**src/rtl/serial_adder_pkg.sv**
```systemverilog
// rtl/serial_adder_pkg.sv - shared types and limits for the bit-serial adder
// Purpose: FSM state encoding and width limit used by serial_adder.
// Ports:   none (package).
package serial_adder_pkg;

  typedef enum logic [1:0] {
    IDLE = 2'd0,
    RUN  = 2'd1,
    DONE = 2'd2
  } state_t;

  localparam int MAX_WIDTH = 32;

endpackage

```
**src/rtl/serial_adder_if.sv**
```systemverilog
// rtl/serial_adder_if.sv - start/result handshake bundle of the bit-serial adder
// Purpose: groups operand request and result signals; master drives requests,
//          slave (the adder) drives results.
// Signals: i_start, i_a[WIDTH], i_b[WIDTH], i_cin (only with SERIAL_ADDER_CIN_EN),
//          o_ready, o_valid, o_sum[WIDTH], o_carry.
// Config:  SERIAL_ADDER_CIN_EN adds the carry-in signal.
interface serial_adder_if #(
  parameter int WIDTH = 8
);

  logic             i_start;
  logic [WIDTH-1:0] i_a;
  logic [WIDTH-1:0] i_b;
`ifdef SERIAL_ADDER_CIN_EN
  logic             i_cin;
`endif
  logic             o_ready;
  logic             o_valid;
  logic [WIDTH-1:0] o_sum;
  logic             o_carry;

  modport master (
`ifdef SERIAL_ADDER_CIN_EN
    output i_cin,
`endif
    output i_start, i_a, i_b,
    input  o_ready, o_valid, o_sum, o_carry
  );

  modport slave (
`ifdef SERIAL_ADDER_CIN_EN
    input  i_cin,
`endif
    input  i_start, i_a, i_b,
    output o_ready, o_valid, o_sum, o_carry
  );

endinterface

```
**src/rtl/full_adder_cell.sv**
```systemverilog
// rtl/full_adder_cell.sv - combinational one-bit full adder
// Purpose: one-bit full adder made of two cascaded half-adder stages whose
//          carries are ORed.
// Ports:   a, b, cin (in, 1 bit); s, cout (out, 1 bit).
module full_adder_cell (
  input  logic a,
  input  logic b,
  input  logic cin,
  output logic s,
  output logic cout
);

  logic s1;
  logic c1;
  logic c2;

  // first half adder: a + b
  assign s1 = a ^ b;
  assign c1 = a & b;

  // second half adder: partial sum + cin
  assign s  = s1 ^ cin;
  assign c2 = s1 & cin;

  // at most one of the two half-adder carries can be set
  assign cout = c1 | c2;

endmodule

```
**src/rtl/serial_adder.sv**
```systemverilog
// rtl/serial_adder.sv - WIDTH-bit LSB-first bit-serial adder with parallel result
// Purpose: captures A/B on an accepted start, adds one bit per clock through a
//          full_adder_cell and a carry flip-flop, then presents sum and carry-out
//          with a one-cycle valid pulse.
// Ports:   i_clk (in), i_rst_n (in, async active-low),
//          bus (serial_adder_if.slave: i_start, i_a, i_b, [i_cin], o_ready,
//          o_valid, o_sum, o_carry).
// Params:  WIDTH 1..32 (default 8).
// Config:  SERIAL_ADDER_CIN_EN adds carry-in; otherwise carry-in is 0.
module serial_adder
  import serial_adder_pkg::*;
#(
  parameter int WIDTH = 8
) (
  input  logic         i_clk,
  input  logic         i_rst_n,
  serial_adder_if.slave bus
);

  localparam int CW = $clog2(WIDTH + 1);

  state_t           state;
  state_t           state_nxt;
  logic [WIDTH-1:0] a_sr;
  logic [WIDTH-1:0] b_sr;
  logic [WIDTH-1:0] res_sr;
  logic [WIDTH-1:0] res_nxt;
  logic [WIDTH-1:0] sum_q;
  logic             carry_ff;
  logic             carry_q;
  logic [CW-1:0]    cnt;
  logic             bit_s;
  logic             bit_c;
  logic             last_bit;
  logic             cin_load;
  logic             ready;
  logic             valid;

  full_adder_cell u_fa (
    .a    (a_sr[0]),
    .b    (b_sr[0]),
    .cin  (carry_ff),
    .s    (bit_s),
    .cout (bit_c)
  );

  // new sum bit enters at the MSB so the LSB-first stream lands in place
  if (WIDTH == 1) begin : g_res_one
    assign res_nxt = bit_s;
  end else begin : g_res_many
    assign res_nxt = {bit_s, res_sr[WIDTH-1:1]};
  end

  assign last_bit = (cnt == CW'(WIDTH - 1));

`ifdef SERIAL_ADDER_CIN_EN
  assign cin_load = bus.i_cin;
`else
  assign cin_load = 1'b0;
`endif

  always_ff @(posedge i_clk or negedge i_rst_n) begin
    if (!i_rst_n) begin
      state <= IDLE;
    end else begin
      state <= state_nxt;
    end
  end

  always_comb begin
    state_nxt = state;
    case (state)
      IDLE:    if (bus.i_start) state_nxt = RUN;
      RUN:     if (last_bit)    state_nxt = DONE;
      DONE:    state_nxt = IDLE;
      default: state_nxt = IDLE;
    endcase
  end

  always_comb begin
    ready = 1'b0;
    valid = 1'b0;
    case (state)
      IDLE:    ready = 1'b1;
      DONE:    valid = 1'b1;
      default: ;
    endcase
  end

  always_ff @(posedge i_clk or negedge i_rst_n) begin
    if (!i_rst_n) begin
      a_sr     <= '0;
      b_sr     <= '0;
      res_sr   <= '0;
      carry_ff <= 1'b0;
      cnt      <= '0;
      sum_q    <= '0;
      carry_q  <= 1'b0;
    end else begin
      case (state)
        IDLE: begin
          if (bus.i_start) begin
            a_sr     <= bus.i_a;
            b_sr     <= bus.i_b;
            carry_ff <= cin_load;
            cnt      <= '0;
          end
        end
        RUN: begin
          res_sr   <= res_nxt;
          carry_ff <= bit_c;
          a_sr     <= a_sr >> 1;
          b_sr     <= b_sr >> 1;
          cnt      <= cnt + CW'(1);
          // outputs are loaded only with the completed word, never partials
          if (last_bit) begin
            sum_q   <= res_nxt;
            carry_q <= bit_c;
          end
        end
        default: ;
      endcase
    end
  end

  assign bus.o_ready = ready;
  assign bus.o_valid = valid;
  assign bus.o_sum   = sum_q;
  assign bus.o_carry = carry_q;

endmodule

```
**src/flat_wrapper.sv**
```systemverilog
// flat-port wrapper written by rule: the top's interface ports become plain ports
module serial_adder_flat import serial_adder_pkg::*;
#(
  parameter int WIDTH = 8
)
  (i_clk, i_rst_n, bus_i_start, bus_i_a, bus_i_b, bus_o_ready, bus_o_valid, bus_o_sum, bus_o_carry);
  serial_adder_if #(.WIDTH(WIDTH)) bus_i ();
  input  logic i_clk;
  input  logic i_rst_n;
  input wire logic [$bits(bus_i.i_start)-1:0] bus_i_start;
  input wire logic [$bits(bus_i.i_a)-1:0] bus_i_a;
  input wire logic [$bits(bus_i.i_b)-1:0] bus_i_b;
  output wire logic [$bits(bus_i.o_ready)-1:0] bus_o_ready;
  output wire logic [$bits(bus_i.o_valid)-1:0] bus_o_valid;
  output wire logic [$bits(bus_i.o_sum)-1:0] bus_o_sum;
  output wire logic [$bits(bus_i.o_carry)-1:0] bus_o_carry;
  assign bus_i.i_start = bus_i_start;
  assign bus_i.i_a = bus_i_a;
  assign bus_i.i_b = bus_i_b;
  assign bus_o_ready = bus_i.o_ready;
  assign bus_o_valid = bus_i.o_valid;
  assign bus_o_sum = bus_i.o_sum;
  assign bus_o_carry = bus_i.o_carry;
  serial_adder #(.WIDTH(WIDTH)) u_core (.i_clk(i_clk), .i_rst_n(i_rst_n), .bus(bus_i));
endmodule
```
**config.mk**
```make
export PLATFORM = sky130hd
export DESIGN_NAME = serial_adder_flat
export DESIGN_NICKNAME = d
export VERILOG_FILES = /design/src/rtl/serial_adder_pkg.sv /design/src/rtl/serial_adder_if.sv /design/src/rtl/full_adder_cell.sv /design/src/rtl/serial_adder.sv /design/src/flat_wrapper.sv
export SDC_FILE = /design/constraint.sdc
export NUM_CORES = 1
export LEC_CHECK = 0
export ABC_AREA = 0
export ABC_CLOCK_PERIOD_IN_PS = 3500
export BUFFER_PORTS_ARGS = -buffer_cell sky130_fd_sc_hd__buf_4
export CAP_MARGIN = 20
export CORE_MARGIN = 1.5
export CORE_UTILIZATION = 25
export CTS_CLUSTER_SIZE = 8
export DETAILED_ROUTE_END_ITERATION = 10
export PLACE_DENSITY = 0.5
export SYNTH_ARGS = -nofsm -noshare
export SYNTH_HDL_FRONTEND = slang
export SYNTH_SLANG_ARGS = --single-unit
```
**constraint.sdc**
```tcl
create_clock -name i_clk -period 3.5 [get_ports i_clk]
set_input_delay 0.175 -clock i_clk [delete_from_list [all_inputs] [get_ports i_clk]]
set_output_delay 0.175 -clock i_clk [all_outputs]
set_load 0.005 [all_outputs]
```
# Yosys cells after proc, flatten, opt, wreduce, memory -nomap -nowiden
# Cells that the tools add are included.
# totals
output_inout_bits	11
ff_bits	40
inputBits	19
elab_cells	37
# op_classes
n_bitwise	5
n_reduce_logical	5
mux	13
addsub	1
eq_ne	5
# op_table
cell	n
one-hot mux 8 bit (2 select lines)	2
two-way mux 8 bit	2
one-hot mux 4 bit (2 select lines)	1
AND reduction 2 bit	3
adder 4 x 1 -> 4 bit, second input constant	1
== test 4 x 3 -> 1 bit, second input constant	1
two-way mux 2 bit	2
two-way mux 4 bit	1
one-hot mux 2 bit (2 select lines)	1
two-way mux 1 bit	3
AND 1 bit	2
== test 2 x 1 -> 1 bit, second input constant	1
== test 2 bit, second input constant	1
logical NOT 2 bit	1
!= test 2 x 1 -> 1 bit, second input constant	1
!= test 2 bit, second input constant	1
one-hot mux 1 bit (2 select lines)	1
nonzero test 2 bit	1
bitwise XOR 1 bit	2
OR 1 bit	1

# Depth between registers and ports, before layout
# Gate-level depths: netlist (run 1).
# depth
word_depth	4
ltp_mapped	4
mapped_depth_nobuf	4

# Cells and area by module
# Synthesis (run 1) repeated with hierarchy kept, for this count alone.
# unflattened
hier_cells	154
hier_area_um2	1655.3
# by_module_without_submodules
module	seq_area_each_um2	area_each_um2	cells_per_inst	instances
serial_adder	975.9	1635.3	153	1
full_adder_cell	0.0	20.0	1	1

# Worst setup path before layout (run 1)
# No wires, ideal clock.
# synth_path
path_type	register to register
startpoint	reg u_core.state[1]
endpoint	reg u_core.carry_q (netlist: u_core.bus.o_carry)
n_path_buf	1
required_ns	3.375
path_stages_with_launch	5
period_less_slack_ns	1.524
setup_slack_ns	1.976
t_arrival_ns	1.400
setup_ns	0.125
cell_sequence	dfrtp_1 -> nand2b_1 -> buf_2 -> nor3_4 -> mux2_2
# synth_via
elab_chain_cells	2
# synth_lines
item	line	source
start, declared	serial_adder.sv:22	state_t state;
start signal, assigned	serial_adder.sv:66	state <= state_nxt;
== test 2 x 1 -> 1 bit	serial_adder.sv:100	case (state)
AND reduction 2 bit (no line)	n/a	
end signal, assigned	serial_adder.sv:118	carry_q <= bit_c;
end, declared	serial_adder.sv:30	logic carry_q;
# Every way passes these cells.
# A chain may end at the register's enable or synchronous reset.

# Final worst setup path (run 1)
# Ends and elaborated chain as after synthesis.

==> flow_metrics.env, run 1 <==
export IMPL_status="complete, no violations"
export IMPL_drive_above_1_share_pct=25.38
export IMPL_pin_count=30
export IMPL_max_freq_mhz=470.4
export IMPL_cp_end_kind="flip-flop"
export IMPL_synth_fa_ha_area_share_pct=1.876
export IMPL_tightest_slew_ps=703.2
export IMPL_totalWireLength_mm=3.607
export IMPL_timing_rr_end="u_core.bus.o_carry"
export IMPL_synth_cell_type_count=20
export IMPL_use_met2_pct=16.89
export IMPL_synth_xor_area_share_pct=0
export IMPL_fillers=712
export IMPL_synth_compound_area_share_pct=17.46
export IMPL_p_sw_w=0.0006067
export IMPL_final_setup_skew_ps=7.072
export IMPL_seqPwrFrac_pct=45.3
export IMPL_fp_dieW_um=86.29
export IMPL_htree_levels=2
export IMPL_cts_max_path_buffers=2
export IMPL_cp_arrival_ps=2310
export IMPL_ant_nets=0
export IMPL_vias=1299
export IMPL_ys_warn_count=0
export IMPL_dieHeight_um=86.29
export IMPL_mostFrequentLayoutCells="39 x dfrtp_1, 32 x buf_4, 28 x nand2_1"
export IMPL_overflow=0
export IMPL_grt_pass1_wl_mm=6.423
export IMPL_use_met3_pct=3.238
export IMPL_final_hold_viol_count=0
export IMPL_busiest_layer="met2"
export IMPL_yosys_area_share_simple_pct=15.87
export IMPL_synth_top_family_by_area="compound AO/OA/AOI/OAI gates"
export IMPL_p_sw_share_pct=34.69
export IMPL_fin_crit_ps=2126
export IMPL_cts_buffers=5
export IMPL_detail_route_vias_per_cell=4.690
export IMPL_postLayoutCellArea_um2=2161
export IMPL_crit_start="u_core.state[1]"
export IMPL_drt_pass1_iter_count=4
export IMPL_hold_class="input port to flip-flop"
export IMPL_ir_drop_uv=208.2
export IMPL_area_delta_synth_final_pct=24.60
export IMPL_wl_per_cell_um=13.02
export IMPL_path_class="flip-flop to flip-flop"
export IMPL_regArea_um2=975.9
export IMPL_endpoint="u_core.bus.o_carry"
export IMPL_ys_seq_area_share_pct=56.28
export IMPL_synthCells=165
export IMPL_combPwrFrac_pct=33.3
export IMPL_cts_tree="yes"
export IMPL_gp_congestion=0.7067
export IMPL_n_antenna_cell=0
export IMPL_antenna_found_initial=0
export IMPL_final_setup_tns_ps=0
export IMPL_pwr_share_clk_pct=21.4
export IMPL_multiInputGateArea_um2=721.9
export IMPL_num_rows=30
export IMPL_placed_area_um2=2038
export IMPL_cts_setup_buffers=0
export IMPL_hpwl_mm=2.434
export IMPL_slew_violations=0
export IMPL_grtUsageTotal_pct=10.94
export IMPL_synthMuxAreaShare_pct=6.421
export IMPL_path_max_fanout=23
export IMPL_die_area_um2=7445
export IMPL_leakagePower_nw=1.001
export IMPL_nets=217
export IMPL_slew_headroom_pct=53.12
export IMPL_p_per_area_nw_per_um2=809.4
export IMPL_io_buffers=29
export IMPL_grt_setup_unrepaired="no"
export IMPL_startpoint_type="flip-flop"
export IMPL_first_global_vias=1337
export IMPL_start_util_pct=25.67
export IMPL_cts_sinks=39
export IMPL_fin_crit_sh_pct=60.74
export IMPL_syn_area_um2=1734
export IMPL_cp_required_ps=3680
export IMPL_root_buffer="clkbuf_8"
export IMPL_use_met1_pct=14.38
export IMPL_synth_seq_cells=39
export IMPL_grt_max_degree=40
export IMPL_reg2reg_depth=3
export IMPL_core_um2=6756
export IMPL_synth_nets=186
export IMPL_drt_initial_drc_count=100
export IMPL_final_common_cell="dfrtp_1"
export IMPL_cap_violations=0
export IMPL_clk_pin_slew_ps=80
export IMPL_clkLatencyLatePin_ps=290
export IMPL_drc_errors=0
export IMPL_avgSynthCellArea_um2=10.51
export IMPL_setup_viol=0
export IMPL_rrSetupSlack_ps=1370
export IMPL_r2r_start="u_core.state[1]"
export IMPL_intPower_w=0.001142
flip-flops by register name, indices dropped and copies added, names as in the netlist:
name / cells
u_core.bus.o_carry: 1
u_core.bus.o_sum: 8
u_core.carry_ff: 1
u_core.b_sr: 8
u_core.a_sr: 8
u_core.cnt: 4
u_core.res_sr: 7
u_core.state: 2
power by group through the flow:
stage | Combinational [W] | Clock (W) | Sequential (W)
2_1_floorplan | 0.000421 | 0 | 0.000746
3_3_place_gp | 0.000589 | 0 | 0.000803
3_5_place_dp | 0.000595 | 0 | 0.000803
4_1_cts | 0.000597 | 0.000390 | 0.000794
5_1_grt | 0.000681 | 0.000409 | 0.000824
6_report | 0.000583 | 0.000374 | 0.000792
layout make-up:
class / instances / area share, %
flip-flops and latches: 39 / 45.17
repair buffers: 33 / 11.58
well taps: 80 / 4.632
clock buffers: 5 / 3.185
multi-input cells: 117 / 33.41
clock inverters: 3 / 2.027
cell usage after synthesis:
library cell,count,area [um2]
dfrtp_1,39,975.9
nand2_1,28,105.1
a21oi_1,17,85.08
nor2b_1,17,106.4
o21ai_0,17,85.08
a22oi_1,12,90.09
mux2_2,9,101.4
clkbuf_1,7,26.28
a22o_1,3,26.28
and3b_1,2,17.52
buf_2,2,10.01
nand2b_1,2,12.51
nand3_1,2,10.01
nor2_1,2,7.510
fa_1,1,20.02
ha_1,1,12.51
mux2i_1,1,10.01
nor3_4,1,16.27
o21bai_1,1,7.510
o311ai_0,1,8.760
kinds of logic (layout without fill, tap and decap cells):
kind of cell | after synthesis | after routing
compound gates | 51 | 51
fa+ha+maj | 2 | 2
buf+inv | 9 | 41
flops | 39 | 39
mux | 10 | 10
simple gates | 54 | 54
metrics by stage:
stage	utilization, %	worst slack [ps]	hold WS (ps)	total power [W]	cells
3_3_place_gp	30.17	1390	178.5	0.001392	268
4_1_cts	31.98	1350	159.6	0.001781	277
3_5_place_dp	30.17	1350	183.3	0.001398	268
5_1_grt	31.98	1185	175.5	0.001914	277
2_1_floorplan	-	1976	-120.6	0.001167	165
6_report	31.98	1374	164.0	0.001749	277
worst min path at each step:
stage                                     to       start  slack (ps)  cells past startpoint
after floorplan               u_core.a_sr[0]     i_rst_n        -120                      0
after global placement    u_core.bus.o_carry     i_rst_n         180                      1
after detailed placement  u_core.bus.o_carry     i_rst_n         180                      1
after CTS                     u_core.b_sr[7]  bus_i_b[7]         160                      3
after global routing          u_core.a_sr[5]  bus_i_a[5]         180                      3
final                         u_core.a_sr[7]  bus_i_a[7]         160                      3
repair_timing:
item | CTS | global route
hold buffers | 1 | 0
hold endpoints to repair | 39 | 0
resized for setup | 0 | 0
per-layer routing:
layer	vias to the layer above	share of wire, %	routed length (um)
met5	-	0	0
met4	0	2.4	86
met3	8	3.5	125
met2	22	46	1676
met1	629	48	1718
li1	640	-	-
critical path, cell delays in order (launching register included):
cell and delay (ps):
dfrtp_1 650, nand2b_1 450, nor3_4 520, mux2_2 390
Note: power is estimated with default switching activity, not from simulation.
==> run 2, diff against run 1 <==
ABC_CLOCK_PERIOD_IN_PS = 1900   (was 3500)
PLACE_DENSITY = 0.51   (was 0.5)
clock period = 1.9 ns   (was 3.5 ns; I/O delays follow)
==> run 2 against run 1 <==
Against the previous run: routed wire length decreased by 0.86%; sequential power grew 77%; register-to-register slack worse by 1100 ps; global-route usage decreased by 0.30 points; first-iteration DRC count decreased by 29%; clock power increased by 60%; flip-flop and latch count is the same; cell area rose by 0.81%; via count is 1.1% lower; critical endpoint unchanged; largest cell class unchanged.
==> flow_metrics.env, run 2 (same netlist as run 1, synthesis figures left out) <==
export IMPL_grt_pass1_wl_mm=6.058
export IMPL_dieHeight_um=86.29
export IMPL_final_setup_tns_ps=0
export IMPL_p_sw_share_pct=34.35
export IMPL_pin_count=30
export IMPL_status="complete, no violations"
export IMPL_area_delta_synth_final_pct=25.61
export IMPL_slowest_stage="nor3_4"
export IMPL_ir_drop_uv=409.6
export IMPL_slew_headroom_pct=67.46
export IMPL_path_max_fanout=10
export IMPL_grt_max_degree=40
export IMPL_first_global_vias=1255
export IMPL_leakagePower_nw=1.015
export IMPL_p_sw_w=0.001098
export IMPL_fin_crit_sh_pct=83.86
export IMPL_intPower_w=0.002098
export IMPL_drc_errors=0
export IMPL_timing_hold_ws_ps=93.95
export IMPL_cts_resized=0
export IMPL_final_setup_skew_ps=5.136
export IMPL_max_freq_mhz=627.6
export IMPL_crit_chain="ha_1 -> nand2_1 -> nor3_4 -> mux2_2"
export IMPL_combPwrFrac_pct=37.6
export IMPL_final_hold_viol_count=0
export IMPL_num_rows=30
export IMPL_cts_setup_buffers=0
export IMPL_setup_viol=0
export IMPL_detail_route_vias_per_cell=4.573
export IMPL_cp_arrival_ps=1760
export IMPL_clkLatencyLatePin_ps=280
export IMPL_cp_required_ps=2070
export IMPL_htree_levels=2
export IMPL_tightest_slew_ps=488.1
export IMPL_slew_violations=0
export IMPL_totalWireLength_mm=3.576
export IMPL_drive_above_1_share_pct=26.37
export IMPL_hold_class="input port to flip-flop"
export IMPL_final_common_cell="dfrtp_1"
export IMPL_path_class="flip-flop to flip-flop"
export IMPL_overflow=0
export IMPL_hpwl_mm=2.357
export IMPL_fp_dieW_um=86.29
export IMPL_root_buffer="clkbuf_8"
export IMPL_antenna_found_initial=0
export IMPL_cap_violations=0
export IMPL_fin_crit_ps=1593
export IMPL_core_um2=6756
export IMPL_startpoint_type="flip-flop"
export IMPL_crit_family="simple AND/OR/NAND/NOR gates"
export IMPL_cts_sinks=39
export IMPL_max_stage_delay_ps=400
export IMPL_cts_hold_buf=1
export IMPL_io_buffers=29
export IMPL_mostFrequentLayoutCells="39 x dfrtp_1, 36 x buf_4, 28 x nand2_1"
export IMPL_grtUsageTotal_pct=10.65
export IMPL_cts_max_path_buffers=2
export IMPL_p_total_w=0.003196
export IMPL_seqPwrFrac_pct=43.7
export IMPL_pwr_share_clk_pct=18.7
export IMPL_gp_congestion=0.6784
export IMPL_cts_buffers=5
export IMPL_ant_nets=0
export IMPL_wl_per_cell_um=12.73
export IMPL_die_area_um2=7445
export IMPL_p_per_area_nw_per_um2=1467
export IMPL_vias=1285
export IMPL_drt_pass1_iter_count=4
export IMPL_cp_end_kind="flip-flop"
export IMPL_cts_tree="yes"
export IMPL_nets=221
export IMPL_start_util_pct=25.67
export IMPL_grt_setup_unrepaired="no"
export IMPL_crit_buf_inv=0
export IMPL_postLayoutCoreUtil_pct=32.24
export IMPL_clk_pin_slew_ps=70
export IMPL_n_antenna_cell=0
export IMPL_drt_initial_drc_count=71
==> run 2: changes by cell type in the layout (fill, tap and decap cells not counted), sizes merged <==
cell	change
buf	+4
clkbuf	+3
clkinv	-2
bufinv	-1
==> run 2: layout make-up <==
class	count	area [um2]
fill	720	4578
sequential	39	975.9
multi-input combinational	117	721.9
timing repair buffer	37	280.3
clock buffer	8	100.1
tap	80	100.1
==> run 2: metrics by stage <==
step	setup slack (ps)	std cells	cell area, um2
4_1_cts	276.8	281	2178
3_3_place_gp	314.3	272	2068
2_1_floorplan	375.7	165	1734
3_5_place_dp	288.7	272	2068
5_1_grt	152.8	281	2178
6_report	306.6	281	2178
==> run 2: path summary, 6_finish.rpt <==
kind | depth (start not counted) | endpoint | slack, ps | startpoint
max | 4 | u_core.bus.o_carry | 310 | u_core.cnt[0]
max reg2reg | 4 | u_core.bus.o_carry | 310 | u_core.cnt[0]
min reg2reg | 2 | u_core.res_sr[1] | 480 | u_core.res_sr[1]
min in group asynchronous | 2 | u_core.bus.o_sum[5] | 320 | i_rst_n
min | 3 | u_core.b_sr[6] | 90 | bus_i_b[6]
max in group asynchronous | 2 | u_core.res_sr[5] | 1240 | i_rst_n
==> run 2: tightest hold or removal path, delay by kind of cell <==
kind            cells  cell delay (ps)
compound gates      2              160
buf+inv             1               80
==> run 2: routing by layer <==
metal  wire length [um]  global-route usage [%]  up-vias  part of all wire, %
met3                146                   3.333        4                  4.1
met2               1646                   16.25       21                   46
met1               1706                   13.89      613                   48
li1                   -                       -      647                    -
met4                 77                   4.839        0                  2.2
met5                  0                       0        -                    0
==> run 2: power groups by stage <==
stage / sequential (W) / combinational, W / clock (W)
global placement: 0.00141 / 0.00122 / 0
detailed placement: 0.00141 / 0.00123 / 0
finish: 0.00140 / 0.00120 / 0.000597
CTS: 0.00140 / 0.00123 / 0.000625
floorplan: 0.00137 / 0.000776 / 0
global route: 0.00144 / 0.00140 / 0.000655
==> run 3, diff against run 2 <==
ABC_CLOCK_PERIOD_IN_PS = 1400   (was 1900)
clock period = 1.4 ns   (was 1.9 ns; I/O delays follow)
==> run 3 against run 2 <==
Against the previous run: the flow now finishes with violations (setup timing); clock-buffer cell count is 3 lower; worst hold slack got worse by 44 ps; flip-flop and latch count is the same; routed wire length is 12% higher; via count up 2.7%; maximum frequency rose by 13%; critical path type unchanged; largest cell class unchanged.
==> flow_metrics.env, run 3 (same netlist as run 1, synthesis figures left out) <==
export IMPL_final_setup_tns_ps=-21.03
export IMPL_cp_required_ps=1590
export IMPL_final_hold_viol_count=0
export IMPL_nets=232
export IMPL_fin_crit_ps=1412
export IMPL_cap_violations=0
export IMPL_mostFrequentLayoutCells="44 x buf_4, 39 x dfrtp_1, 27 x nand2_1"
export IMPL_slew_headroom_pct=65.59
export IMPL_p_sw_w=0.001698
export IMPL_num_rows=30
export IMPL_slew_violations=0
export IMPL_combPwrFrac_pct=43.0
export IMPL_cp_end_kind="flip-flop"
export IMPL_antenna_found_initial=0
export IMPL_vias=1320
export IMPL_cts_tree="yes"
export IMPL_hold_class="input port to flip-flop"
export IMPL_p_total_w=0.004748
export IMPL_grtUsageTotal_pct=12.51
export IMPL_root_buffer="clkbuf_8"
export IMPL_intPower_w=0.003050
export IMPL_ant_nets=0
export IMPL_gp_congestion=0.7111
export IMPL_p_sw_share_pct=35.76
export IMPL_drc_errors=0
export IMPL_ir_drop_uv=547.8
export IMPL_detail_route_vias_per_cell=4.521
export IMPL_wl_per_cell_um=13.73
export IMPL_htree_levels=2
export IMPL_grt_setup_unrepaired="yes"
export IMPL_p_per_area_nw_per_um2=2047
export IMPL_leakagePower_nw=1.084
export IMPL_violations="setup timing"
export IMPL_grt_pass1_wl_mm=7.120
export IMPL_die_area_um2=7445
export IMPL_setup_viol=6
export IMPL_core_um2=6756
export IMPL_drt_pass1_iter_count=4
export IMPL_cts_max_path_buffers=2
export IMPL_drive_above_1_share_pct=32.08
export IMPL_overflow=0
export IMPL_pwr_share_clk_pct=16.7
export IMPL_cp_arrival_ps=1600
export IMPL_cts_sinks=39
export IMPL_fp_dieW_um=86.29
export IMPL_final_common_cell="buf_4"
export IMPL_pin_count=30
export IMPL_clk_pin_slew_ps=90
export IMPL_start_util_pct=25.67
export IMPL_status="complete, but fails checks"
export IMPL_reg2reg_depth=5
export IMPL_setup_ws_ps=-11.73
export IMPL_final_setup_skew_ps=8.211
export IMPL_worstHoldPathCells=3
export IMPL_dp_slack_ps=-21.47
export IMPL_postLayoutCoreUtil_pct=34.33
export IMPL_clkLatencyLatePin_ps=300
export IMPL_dieHeight_um=86.29
export IMPL_startpoint_type="flip-flop"
export IMPL_fin_crit_sh_pct=100.8
export IMPL_n_antenna_cell=0
export IMPL_path_class="flip-flop to flip-flop"
export IMPL_hpwl_mm=2.566
export IMPL_seqPwrFrac_pct=40.3
export IMPL_tightest_slew_ps=516.1
export IMPL_max_freq_mhz=708.3
export IMPL_area_delta_synth_final_pct=33.77
export IMPL_io_buffers=29
export IMPL_grt_max_degree=40
export IMPL_cts_buffers=5
export IMPL_first_global_vias=1400
export IMPL_path_max_fanout=5
export IMPL_totalWireLength_mm=4.008
export IMPL_drt_initial_drc_count=95
run 3: final timing paths:
path	start	end	slack, ps
hold / removal	bus_i_a[7]	u_core.a_sr[7]	50
setup / recovery	u_core.cnt[0]	u_core.bus.o_sum[2]	-10
max in group asynchronous	i_rst_n	u_core.b_sr[2]	760
setup reg to reg	u_core.cnt[0]	u_core.bus.o_sum[2]	-10
hold reg to reg	u_core.res_sr[1]	u_core.res_sr[1]	500
min in group asynchronous	i_rst_n	u_core.bus.o_sum[3]	280
run 3: area by class of cell:
class / instances / area (um2)
repair buffers: 48 / 382.9
multi-input cells: 117 / 768.2
fillers: 698 / 4437
flip-flops and latches: 39 / 975.9
clock inverters: 3 / 23.77
well taps: 80 / 100.1
clock buffers: 5 / 68.82
run 3: stage by stage:
| stage | hold WS, ps | cells | instance area (um2) |
|---|---|---|---|
| 3_3_place_gp | 81.98 | 280 | 2162 |
| 3_5_place_dp | 84.25 | 280 | 2162 |
| 5_1_grt | 62.98 | 292 | 2320 |
| 2_1_floorplan | -225.6 | 165 | 1749 |
| 4_1_cts | 47.84 | 293 | 2360 |
| 6_report | 50.10 | 292 | 2320 |
run 3: worst max-delay path, cell delays in order, from the launching register on:
cell and delay [ps]:
dfrtp_1 360, ha_2 190, nand2_2 70, nor3_4 210, buf_6 170, mux2_4 300
run 3: repair_timing:
item,CTS,global route
endpoints found under the hold margin,39,0
gates cloned,1,0
buffers inserted,3,1
setup endpoints to repair,9,9
pin swaps,2,1
hold buffers,1,0
resized for setup,12,0
run 3: metal layers:
metal / vias to the layer above / share of wire, % / global-route usage (%)
met5: - / 0 / 0
met4: 0 / 2.0 / 4.839
met3: 6 / 3.7 / 3.429
met2: 19 / 44 / 17.90
met1: 624 / 50 / 17.94
li1: 671 / - / -
run 3: power by group through the flow:
stage | combinational (W) | clock (W) | sequential [W]
final | 0.00204 | 0.000792 | 0.00191
after global routing | 0.00232 | 0.000883 | 0.00198
after CTS | 0.00212 | 0.000819 | 0.00192
after detailed placement | 0.00192 | 0 | 0.00192
after global placement | 0.00189 | 0 | 0.00191
after floorplan | 0.00110 | 0 | 0.00187
